`config.mk`:
```
export PLATFORM = sky130hd
export DESIGN_NAME = uart_tx_flat
export DESIGN_NICKNAME = d
export VERILOG_FILES = /design/src/rtl/uart_pkg.sv /design/src/rtl/uart_tx_if.sv /design/src/rtl/uart_baud_gen.sv /design/src/rtl/uart_tx.sv /design/src/flat_wrapper.sv
export SDC_FILE = /design/constraint.sdc
export NUM_CORES = 1
export LEC_CHECK = 0
export ABC_CLOCK_PERIOD_IN_PS = 1850
export BUFFER_PORTS_ARGS = -buffer_cell sky130_fd_sc_hd__buf_2
export CORE_ASPECT_RATIO = 1.25
export CORE_UTILIZATION = 30
export DETAILED_ROUTE_END_ITERATION = 12
export PLACE_DENSITY = 0.48
export SYNTH_ARGS = -nofsm -noshare
export SYNTH_HDL_FRONTEND = slang
export SYNTH_SLANG_ARGS = --single-unit
```
`constraint.sdc`:
```
create_clock -name clk -period 1.85 [get_ports clk]
set_input_delay 0 -clock clk [delete_from_list [all_inputs] [get_ports clk]]
set_output_delay 0 -clock clk [all_outputs]
set_load 0.01 [all_outputs]
```
`src/rtl/uart_pkg.sv`:
```
// Shared UART definitions: transmitter/receiver state encoding and frame constants.
package uart_pkg;

   localparam int          DATA_BITS   = 8;
   localparam int unsigned DEFAULT_DIV = 234;

   typedef enum logic [2:0] {
      ST_IDLE   = 3'd0,
      ST_START  = 3'd1,
      ST_DATA   = 3'd2,
      ST_PARITY = 3'd3,
      ST_STOP   = 3'd4
   } state_t;

endpackage

```
`src/rtl/uart_tx_if.sv`:
```
// Host-side byte handshake and line outputs of the UART transmitter.
interface uart_tx_if;
   logic [7:0] data;
   logic       req;
   logic       ready;
   logic       busy;
   logic       txd;

   modport master (output data, req, input ready, busy, txd);
   modport slave  (input data, req, output ready, busy, txd);
endinterface

```
`src/rtl/uart_baud_gen.sv`:
```
// Bit timebase: tick pulses for one clock every div clocks; clear holds the count at zero.
module uart_baud_gen
   import uart_pkg::*;
#(
   parameter int unsigned div = DEFAULT_DIV
) (
   input  logic clk,
   input  logic rst,
   input  logic clear,
   output logic tick
);

   localparam int unsigned       CNT_W = $clog2(div);
   localparam logic [CNT_W-1:0] LAST  = CNT_W'(div - 1);

   logic [CNT_W-1:0] cnt_q, cnt_d;

   always_comb begin
      cnt_d = cnt_q;
      if (clear || (cnt_q == LAST)) begin
         cnt_d = '0;
      end else begin
         cnt_d = cnt_q + 1'b1;
      end
   end

   always_ff @(posedge clk or negedge rst) begin
      if (!rst) begin
         cnt_q <= '0;
      end else begin
         cnt_q <= cnt_d;
      end
   end

   assign tick = (cnt_q == LAST) && !clear;

endmodule

```
`src/rtl/uart_tx.sv`:
```
// UART transmitter (8 data bits, LSB first, 1 or 2 stop bits) with a one-entry holding register.
// Define UARTTX_PARITY_EN to insert an even-parity bit between the data and stop bits.
module uart_tx
   import uart_pkg::*;
#(
   parameter int unsigned div       = DEFAULT_DIV,
   parameter int unsigned stop_bits = 1
) (
   input  logic     clk,
   input  logic     rst,
   uart_tx_if.slave bus
);

   state_t                 state_q, state_d;
   logic [DATA_BITS-1:0]   shift_q, shift_d;
   logic [DATA_BITS-1:0]   hold_q, hold_d;
   logic [2:0]             bit_cnt_q, bit_cnt_d;
   logic                   ready_q, ready_d;
   logic                   busy_q, busy_d;
   logic                   txd_q, txd_d;
`ifdef UARTTX_PARITY_EN
   logic                   parity_q, parity_d;
`endif

   logic tick;
   logic accept;
   logic load;

   // Counter is held at zero while idle so every frame starts on a full bit period.
   uart_baud_gen #(.div(div)) u_baud (
      .clk   (clk),
      .rst   (rst),
      .clear (state_q == ST_IDLE),
      .tick  (tick)
   );

   assign accept = bus.req && ready_q;

   always_comb begin
      state_d   = state_q;
      shift_d   = shift_q;
      hold_d    = hold_q;
      bit_cnt_d = bit_cnt_q;
      ready_d   = ready_q;
      load      = 1'b0;

      case (state_q)
         ST_IDLE: begin
            if (!ready_q) begin
               load    = 1'b1;
               state_d = ST_START;
            end
         end
         ST_START: begin
            if (tick) begin
               state_d   = ST_DATA;
               bit_cnt_d = '0;
            end
         end
         ST_DATA: begin
            if (tick) begin
               if (bit_cnt_q == 3'(DATA_BITS - 1)) begin
                  bit_cnt_d = '0;
`ifdef UARTTX_PARITY_EN
                  state_d   = ST_PARITY;
`else
                  state_d   = ST_STOP;
`endif
               end else begin
                  bit_cnt_d = bit_cnt_q + 3'd1;
                  shift_d   = shift_q >> 1;
               end
            end
         end
`ifdef UARTTX_PARITY_EN
         ST_PARITY: begin
            if (tick) begin
               state_d   = ST_STOP;
               bit_cnt_d = '0;
            end
         end
`endif
         ST_STOP: begin
            if (tick) begin
               if (bit_cnt_q == 3'(stop_bits - 1)) begin
                  bit_cnt_d = '0;
                  // A queued byte starts its start bit straight after the last stop clock.
                  if (!ready_q) begin
                     load    = 1'b1;
                     state_d = ST_START;
                  end else begin
                     state_d = ST_IDLE;
                  end
               end else begin
                  bit_cnt_d = bit_cnt_q + 3'd1;
               end
            end
         end
         default: begin
            state_d = ST_IDLE;
         end
      endcase

      if (load) begin
         shift_d = hold_q;
         ready_d = 1'b1;
      end
      if (accept) begin
         hold_d  = bus.data;
         ready_d = 1'b0;
      end
   end

`ifdef UARTTX_PARITY_EN
   always_comb begin
      parity_d = parity_q;
      if (load) begin
         parity_d = ^hold_q;
      end
   end
`endif

   // Line level is derived from the next state so txd lands on the same edge as the state.
   always_comb begin
      busy_d = (state_d != ST_IDLE);
      txd_d  = 1'b1;
      case (state_d)
         ST_START:  txd_d = 1'b0;
         ST_DATA:   txd_d = shift_d[0];
`ifdef UARTTX_PARITY_EN
         ST_PARITY: txd_d = parity_d;
`endif
         default:   txd_d = 1'b1;
      endcase
   end

   always_ff @(posedge clk or negedge rst) begin
      if (!rst) begin
         state_q   <= ST_IDLE;
         shift_q   <= '0;
         hold_q    <= '0;
         bit_cnt_q <= '0;
         ready_q   <= 1'b1;
         busy_q    <= 1'b0;
         txd_q     <= 1'b1;
      end else begin
         state_q   <= state_d;
         shift_q   <= shift_d;
         hold_q    <= hold_d;
         bit_cnt_q <= bit_cnt_d;
         ready_q   <= ready_d;
         busy_q    <= busy_d;
         txd_q     <= txd_d;
      end
   end

`ifdef UARTTX_PARITY_EN
   always_ff @(posedge clk or negedge rst) begin
      if (!rst) begin
         parity_q <= 1'b0;
      end else begin
         parity_q <= parity_d;
      end
   end
`endif

   assign bus.ready = ready_q;
   assign bus.busy  = busy_q;
   assign bus.txd   = txd_q;

endmodule

```
`src/flat_wrapper.sv`:
```
// flat-port wrapper written by rule: the top's interface ports become plain ports
module uart_tx_flat import uart_pkg::*;
#(
   parameter int unsigned div       = DEFAULT_DIV,
   parameter int unsigned stop_bits = 1
)
  (clk, rst, bus_data, bus_req, bus_ready, bus_busy, bus_txd);
  uart_tx_if bus_i ();
  input  logic clk;
  input  logic rst;
  input wire logic [$bits(bus_i.data)-1:0] bus_data;
  input wire logic [$bits(bus_i.req)-1:0] bus_req;
  output wire logic [$bits(bus_i.ready)-1:0] bus_ready;
  output wire logic [$bits(bus_i.busy)-1:0] bus_busy;
  output wire logic [$bits(bus_i.txd)-1:0] bus_txd;
  assign bus_i.data = bus_data;
  assign bus_i.req = bus_req;
  assign bus_ready = bus_i.ready;
  assign bus_busy = bus_i.busy;
  assign bus_txd = bus_i.txd;
  uart_tx #(.div(div), .stop_bits(stop_bits)) u_core (.clk(clk), .rst(rst), .bus(bus_i));
endmodule
```
==> impl_metrics.ini <==
[status]
status = finished with violations
violations = negative setup slack

[power]
ir_drop_mv = 0.331
cellPowerDensity_nw_per_um2 = 946
leakagePower_nw = 0.995
power_mw = 2.04

[place]
place_area_um2 = 1880
gp_congestion = 0.797
dp_hpwl_um = 2580
portBuffers = 13
pre_cts_ws_ns = -0.168
placed_cells = 227

[clocking]
tritoncts = yes
clockRootBuffer = clkbuf_8
clk_latency_ns = 0.29
cts_buffers = 5
clockBufferDepth = 2
clk_pin_slew_worst_paths_ns = 0.07
ctsHtreeMaxLevel = 2
numClockSinks = 33

[grt]
antenna_found_initial = 0
grt_pass1_wl_um = 5920
grt.total_usage = 0.139
grt_pass1_vias = 1301
grt_max_degree = 34
grt_overflow = 0

[sta]
tns_ns = -1.01
relSlewSlack = 0.522
setup_ws_ns = -0.141
rsz0062_at_grt = true
worstMarginPinSlew_ns = 0.717
post-route-min-period_ns = 1.99
clock.fmax_ghz = 0.502
final-max-slew-violation-count = 0
finalSetupViolCount = 8
hold_ws_ns = 0.306
period_share = 1.08
finalHoldViolations = 0
skew_ns = 0.00912

[finish]
layout_common_cells = dfrtp_1 (31), buf_4 (15), buf_2 (13)
fillers = 510
syn_to_final_growth_pct = 31.1
finalNonFillerCells = 246
drive_gt1_frac = 0.370
layout_commonest_cell = dfrtp_1
final_area_um2 = 2150
nNetsFinal = 199
diodes = 0
final_util = 0.415

[synthesis]
ys.flop_type = dfrtp_1
synth_cell_types = 47
synthXorXnorAreaFrac = 0.0373
synth_top_family_by_area = simple AND/OR/NAND/NOR gates
syn_area_per_cell_um2 = 11.6
syn_area_um2 = 1640
synth-edff-count = 0
yosys.area_share.simple = 0.185
ys_async_sr_fraction = 1.00
synth_compound_area_frac = 0.131
ys_seq_area_frac = 0.504
synthTopCellsByArea = dfrtp_1 (47%), mux2_2 (5.5%), ha_1 (3.8%)
ys_warn_count = 0
synth_area_leader_cell = dfrtp_1
synthesis.nets = 158
muxShareOfSynthArea = 0.0738
synthAdderAreaFrac = 0.0381
yosysTopAreaCellShare = 0.472
synthCells = 142
synth-seq-cells = 33

[drt]
drc = 0
first_iter_violations = 51
vias = 1210
viasPerCell = 4.92
wire_per_inst_um = 14.0
drt_pre_antenna_iters = 4
routed_wl_um = 3430
ant_nets = 0

[setup_path]
path_cells = ha_2, ha_4, or4b_4, nor3_4, a21oi_4, a221o_1
crit_family = simple AND/OR/NAND/NOR gates
cp.arrival_ns = 2.16
required_ns = 2.02
slowest_delay_ns = 0.50
startpoint_type = register
regToRegStartpoint = u_core.bit_cnt_q[0]
crit_type = reg2reg
crit_slowest_cell = or4b_4
end_kind = register
crit_start = u_core.bit_cnt_q[0]
path_buf_inv = 0
crit_fanout = 6

[floorplanning]
die_w_um = 68.2
core_area_um2 = 5190
die_y_um = 84.8
dieArea_um2 = 5780
pin_count = 14
rows = 29
start_util = 0.317

[hold_path]
hp-class = in2async

[run]
max-cap-violations = 0
[registers in the layout (all words and copies together), names as in the netlist]
name,count
u_core.bus.busy,1
u_core.bus.ready,1
u_core.u_baud.cnt_q,8
u_core.bus.txd,1
u_core.state_q,3
u_core.bit_cnt_q,3
u_core.shift_q,8
u_core.hold_q,8
[what timing repair did]
| item | CTS | global route |
|---|---|---|
| pin swaps | 1 | 0 |
| buffers inserted | 1 | 1 |
| endpoints found under the hold margin | 40 | 0 |
| resized for setup | 4 | 6 |
| endpoints found under the setup margin | 9 | 21 |
| hold buffers | 10 | 0 |
[area by class of cell]
class | count | area, um2 | share of cell area
Sequential cell | 33 | 828 | 0.384
Inverter | 7 | 26.3 | 0.0122
Timing Repair Buffer | 38 | 278 | 0.129
Clock inverter | 3 | 65.1 | 0.0302
Tap cell | 62 | 77.6 | 0.0360
Clock buffer | 5 | 68.8 | 0.0319
Multi-Input combinational cell | 98 | 811 | 0.376
[report_power, final]
| part | switching, mW | leakage [nW] | internal [mW] |
|---|---|---|---|
| sequential | 0.127 | 0.413 | 0.847 |
| clock | 0.260 | 0.0681 | 0.535 |
| combinational | 0.114 | 0.513 | 0.156 |
[metal layers]
layer / wire (um) / GRT usage
met1: 1470 / 0.149
met2: 1810 / 0.242
met3: 105 / 0.0448
met4: 51 / 0.0568
met5: 0 / 0
[cell families after synthesis]
family	after synthesis
adder cells (fa/ha/maj)	5
buffers and inverters	11
AO/OA/AOI/OAI	27
multiplexers	11
AND/OR/NAND/NOR	48
XOR/XNOR	7
flip-flops	33
[synth_stat cells (2+ instances only)]
library cell	n
a21oi_1	7
a221o_1	6
and2_2	5
and3_1	2
buf_2	2
dfrtp_1	31
dfstp_2	2
ha_1	5
inv_1	7
mux2_2	8
mux2i_1	2
nand2_1	5
nand3_1	6
nor2_1	11
nor2b_1	2
nor3_1	3
o21ai_0	2
o31ai_1	2
xnor2_1	3
xor2_1	4
[path summary, 6_finish.rpt]
path                                           to  slack (ns)  depth (start not counted)
setup / recovery                u_core.shift_q[2]       -0.14                          6
hold / removal                   u_core.hold_q[5]        0.31                          2
setup reg to reg                u_core.shift_q[2]       -0.14                          6
hold reg to reg            u_core.u_baud.cnt_q[0]        0.49                          1
max in group asynchronous  u_core.u_baud.cnt_q[3]        1.08                          2
min in group clk                 u_core.bus.ready        0.41                          3
No activity file was read; power rests on OpenSTA's default activity.
